## src/rtl/df_mult_c3.sv

```systemverilog
// df_mult_c3: pipelined constant multiplier for filter tap 3.
// Computes data_out = floor(data_in * COEF / 2^W) with COEF as an unsigned Q0.W value.
// A fixed shift-and-add tree replaces the multiplier: four partial products,
// two 3:2 carry-save levels, then one carry-propagate add.
// The pipeline depth is four registers, so a sample appears four rising edges after it is taken.
module df_mult_c3 #(
  parameter int         W    = 8,
  parameter logic [7:0] COEF = 8'h1B
) (
  input  logic         clk,
  input  logic         rst,
  input  logic         in_valid,
  input  logic [W-1:0] data_in,
  output logic         out_valid,
  output logic [W-1:0] data_out
);

  localparam int PW = 2 * W;

  // Sum bit of a 3:2 carry-save compressor
  function automatic logic [PW-1:0] csa_sum(input logic [PW-1:0] a,
                                            input logic [PW-1:0] b,
                                            input logic [PW-1:0] c);
    return a ^ b ^ c;
  endfunction

  // Carry bit of a 3:2 carry-save compressor, already weighted by one position
  function automatic logic [PW-1:0] csa_carry(input logic [PW-1:0] a,
                                              input logic [PW-1:0] b,
                                              input logic [PW-1:0] c);
    return ((a & b) | (a & c) | (b & c)) << 1;
  endfunction

  // Drops the W fractional bits of the Q0.W product (floor, no rounding).
  // The product never exceeds the output range, so no saturation is needed
  function automatic logic [W-1:0] trunc_q(input logic [PW-1:0] p);
    return W'(p >> W);
  endfunction

  logic [PW-1:0] ext_d;
  logic [PW-1:0] s1_p0 [0:3];
  logic          vld_p0;
  logic [PW-1:0] s2_p1 [0:2];
  logic          vld_p1;
  logic [PW-1:0] s3_p2 [0:1];
  logic          vld_p2;

  assign ext_d = {{W{1'b0}}, data_in};

  // Stage p0: partial products for coefficient bits 0, 1, 3 and 4
  always_ff @(posedge clk) begin
    if (rst) begin
      vld_p0   <= 1'b0;
      s1_p0[0] <= '0;
      s1_p0[1] <= '0;
      s1_p0[2] <= '0;
      s1_p0[3] <= '0;
    end else begin
      vld_p0   <= in_valid;
      s1_p0[0] <= COEF[0] ? ext_d       : '0;
      s1_p0[1] <= COEF[1] ? ext_d << 1  : '0;
      s1_p0[2] <= COEF[3] ? ext_d << 3  : '0;
      s1_p0[3] <= COEF[4] ? ext_d << 4  : '0;
    end
  end

  // Stage p1: first carry-save level; fourth partial product passes through
  always_ff @(posedge clk) begin
    if (rst) begin
      vld_p1   <= 1'b0;
      s2_p1[0] <= '0;
      s2_p1[1] <= '0;
      s2_p1[2] <= '0;
    end else begin
      vld_p1   <= vld_p0;
      s2_p1[0] <= csa_sum(s1_p0[0], s1_p0[1], s1_p0[2]);
      s2_p1[1] <= csa_carry(s1_p0[0], s1_p0[1], s1_p0[2]);
      s2_p1[2] <= s1_p0[3];
    end
  end

  // Stage p2: second carry-save level leaves a sum/carry pair
  always_ff @(posedge clk) begin
    if (rst) begin
      vld_p2   <= 1'b0;
      s3_p2[0] <= '0;
      s3_p2[1] <= '0;
    end else begin
      vld_p2   <= vld_p1;
      s3_p2[0] <= csa_sum(s2_p1[0], s2_p1[1], s2_p1[2]);
      s3_p2[1] <= csa_carry(s2_p1[0], s2_p1[1], s2_p1[2]);
    end
  end

  // Output stage: carry-propagate add and truncation; data holds while invalid
  always_ff @(posedge clk) begin
    if (rst) begin
      out_valid <= 1'b0;
      data_out  <= '0;
    end else begin
      out_valid <= vld_p2;
      if (vld_p2) begin
        data_out <= trunc_q(s3_p2[0] + s3_p2[1]);
      end
    end
  end

endmodule

```

## config.mk

```make
export PLATFORM = sky130hd
export DESIGN_NAME = df_mult_c3
export DESIGN_NICKNAME = d
export VERILOG_FILES = /design/src/rtl/df_mult_c3.sv
export SDC_FILE = /design/constraint.sdc
export NUM_CORES = 1
export LEC_CHECK = 0
export CORE_ASPECT_RATIO = 0.5
export CORE_MARGIN = 2
export CORE_UTILIZATION = 25
export DETAILED_ROUTE_END_ITERATION = 12
export GPL_ROUTABILITY_DRIVEN = 0
export PLACE_DENSITY = 0.43
export SYNTH_ARGS = -nofsm -noshare
export SYNTH_HDL_FRONTEND = slang
export SYNTH_SLANG_ARGS = --single-unit
```

## constraint.sdc

```tcl
create_clock -name clk -period 4.5 [get_ports clk]
set_clock_uncertainty 0.05 [all_clocks]
set_input_delay 0.45 -clock clk [delete_from_list [all_inputs] [get_ports clk]]
set_output_delay 0.45 -clock clk [all_outputs]
set_load 0.01 [all_outputs]
```

==> results.json <==
{
  "outcome": "finished, final reports clean",
  "htreeDepth": 3,
  "synthMuxAreaShare_pct": 0.466,
  "r2r_cells": 6,
  "timing.rr.start": "s3_p2[0][4]",
  "post_cts_resized": 0,
  "r2r_end": "data_out[1]",
  "die_x_um": 135,
  "end_kind": "flop",
  "synthAdderAreaFrac_pct": 17.2,
  "yosys_warnings": 0,
  "layout.nets": 232,
  "ys_ff_latch": 58,
  "grt_pass1_vias": 1222,
  "synth_compound_area_share_pct": 4.66,
  "clock_latency_ps": 310,
  "synth-simple-area-share_pct": 20.1,
  "root_buffer": "clkbuf_16",
  "area_growth_pct": 23.7,
  "setup_viol": 0,
  "rsz0062_at_grt": "no",
  "cts_setup_buffers": 0,
  "synth-xor-area-share_pct": 0.816,
  "path_max_fanout": 2,
  "netlist_area_um2": 2150,
  "holdCritStartpoint": "vld_p0",
  "power_switching_uw": 249,
  "grt_max_degree": 61,
  "io_buffers": 16,
  "clkPwrFrac_pct": 48.4,
  "core_area_um2": 8170,
  "antenna_cells": 0,
  "drive_above_1_share_pct": 7.92,
  "hp-class": "flop to flop",
  "fmax_ghz": 0.593,
  "multi_input_area_um2": 941,
  "fp-row-count": 23,
  "worstSetupStartpoint": "s3_p2[0][4]",
  "postCtsHoldBufs": 0,
  "drv_slew": 0,
  "post-route-util_pct": 32.5,
  "power_uw": 1190,
  "fillers": 862,
  "floorplan.initialDensity_pct": 26.3,
  "die_y_um": 69.5,
  "ioPinCount": 20,
  "grt_use_total_pct": 8.21,
  "overflow": 0,
  "syn_inst": 179,
  "synth_top_area_share_pct": 54.1,
  "grt_pass1_wl_mm": 5.77,
  "die_area_um2": 9390,
  "p_int_uw": 939,
  "ir_drop_mv": 0.192,
  "hold_viol": 0,
  "arrival_ps": 1840,
  "r2r_slack_ps": 2810,
  "finalSetupTns_ps": 0,
  "drt_iter0_drc": 60,
  "ys.flop_type": "dfxtp_1",
  "vias": 1151,
  "antenna_found_initial": 0,
  "drcViolationCount": 0,
  "regArea_um2": 1160,
  "syn_area_per_cell_um2": 12.0,
  "ys_types": 32,
  "fin_crit_sh_pct": 37.5,
  "worst_pin_slew_ps": 1010,
  "ys_seq_area_share_pct": 54.1,
  "yosys.area.top_type": "dfxtp_1",
  "wl_mm": 3.21,
  "wl_per_cell_um": 10.2,
  "drv_cap": 0,
  "pwr-share-seq_pct": 46.7,
  "synth.area.top_cells": "dfxtp_1 (54%), nor2b_1 (15%), fa_1 (10%), ha_1 (7.0%), clkbuf_1 (1.2%)",
  "numCtsBuffers": 9,
  "relSlewSlack_pct": 32.7,
  "min_path_cells": 1,
  "worstSetupStartpointType": "flop",
  "whs_endpoint": "vld_p1",
  "async_flop_share_pct": 0,
  "drt-pass1-iter-count": 3,
  "cts.path.max_buffers": 2,
  "postRouteAntennaNets": 0,
  "clkTransAtPathRegs_ps": 50,
  "leakagePower_uw": 0.00110,
  "critPathKind": "flop to flop",
  "cts_tree": "built",
  "dp_hpwl_mm": 2.25,
  "synth_edf_count": 0,
  "swShare_pct": 21.0,
  "via_per_inst": 3.67,
  "clkSinkCount": 58,
  "p_comb_share_pct": 5.0,
  "fin_crit_ps": 1690,
  "p_per_area_nw_per_um2": 448,
  "synth_top_family_by_area": "simple AND/OR/NAND/NOR gates",
  "worstPathRequired_ps": 4650
}
## registers in the layout, indices dropped and copies added, names as in the netlist
register and count:
data_out 5, out_valid 1, s1_p0 8, s2_p1 23
s3_p2 18, vld_p0 1, vld_p1 1, vld_p2 1
## critical path, cell delays in order, from the launching register on
cell     delay (ps)
dfxtp_1         290
ha_1            270
a311o_1         290
a31o_1          250
a21oi_2         150
xnor2_1          90
a21o_1          180
## layer usage
metal / vias to the layer above / GRT usage [%] / share of wire, %
met5: - / 0 / 0
met4: 0 / 5.56 / 2.2
met3: 7 / 4.17 / 5.8
met2: 25 / 10.4 / 38
met1: 504 / 10.6 / 54
li1: 615 / - / -
## Yosys cell counts (2+ instances only)
| cell type | instances |
|---|---|
| dfxtp_1 | 58 |
| nor2b_1 | 51 |
| ha_1 | 12 |
| fa_1 | 11 |
| clkbuf_1 | 7 |
| nor2_1 | 4 |
| buf_4 | 3 |
| nor3b_1 | 3 |
| a21o_1 | 2 |
| a21oi_1 | 2 |
| and3_1 | 2 |
| nand2_1 | 2 |
| nand3_1 | 2 |
| nand3b_1 | 2 |
## layout make-up
cell class,count,area share (%)
clock inverters,3,0.660
repair buffers,16,5.84
flip-flops and latches,58,43.7
multi-input cells,112,35.4
clock buffers,12,8.91
well taps,112,5.28
inverters,1,0.141
## metrics by stage
step | instance area (um^2) | hold WS [ps] | instances | worst slack, ps
floorplan | 2150 | 345 | 181 | 2910
global placement | 2400 | 379 | 299 | 2730
detailed placement | 2400 | 376 | 299 | 2700
CTS | 2660 | 388 | 314 | 2790
global route | 2660 | 434 | 314 | 2660
finish | 2660 | 388 | 314 | 2810
## power groups by stage
| stage | Combinational (uW) | Sequential [uW] | Clock [uW] |
|---|---|---|---|
| 2_1_floorplan | 44.0 | 561 | 0 |
| 3_3_place_gp | 60.0 | 565 | 0 |
| 3_5_place_dp | 61.1 | 565 | 0 |
| 4_1_cts | 61.4 | 555 | 594 |
| 5_1_grt | 70.8 | 557 | 622 |
| 6_report | 59.2 | 554 | 575 |
## worst max-delay path by stage
| stage | end | slack (ps) | cells after the start |
|---|---|---|---|
| 2_1_floorplan | data_out[1] | 2910 | 6 |
| 3_3_place_gp | data_out[3] | 2730 | 4 |
| 3_5_place_dp | data_out[3] | 2700 | 4 |
| 4_1_cts | data_out[2] | 2790 | 1 |
| 5_1_grt | data_out[4] | 2660 | 6 |
| 6_report | data_out[1] | 2810 | 6 |
## placed cells by master (no fill, tap or decap), drive strengths merged
cell	netlist	final
a311o	1	1
o21ai	1	1
a311oi	1	1
o21a	1	1
nand4	1	1
a21oi	3	3
buf	3	1
a21boi	1	1
a31o	1	1
nor2	4	4
and3	2	2
ha	12	12
nand2	2	2
fa	11	11
xnor2	1	1
mux2i	1	1
xor2	1	1
clkbuf	7	12
nor3b	3	3
clkdlybuf4s50	0	15
and2	1	1
nand2b	1	1
a21o	2	2
or4bb	1	1
dfxtp	58	58
nand3b	2	2
clkinvlp	0	1
conb	1	3
clkinv	0	2
inv	1	1
nor2b	51	51
nand3	2	2
a31oi	1	1
o211ai	1	1
## cell families (layout without fill, tap and decap cells)
kind of cell | after synthesis | after routing
other | 1 | 3
buffers and inverters | 11 | 32
and+or+nand+nor | 70 | 70
xor gates and xnor gates | 2 | 2
AOI/OAI and AO/OA | 13 | 13
adders and majority gates | 23 | 23
muxes | 1 | 1
DFF | 58 | 58
No activity file was read; power rests on OpenSTA's default activity.
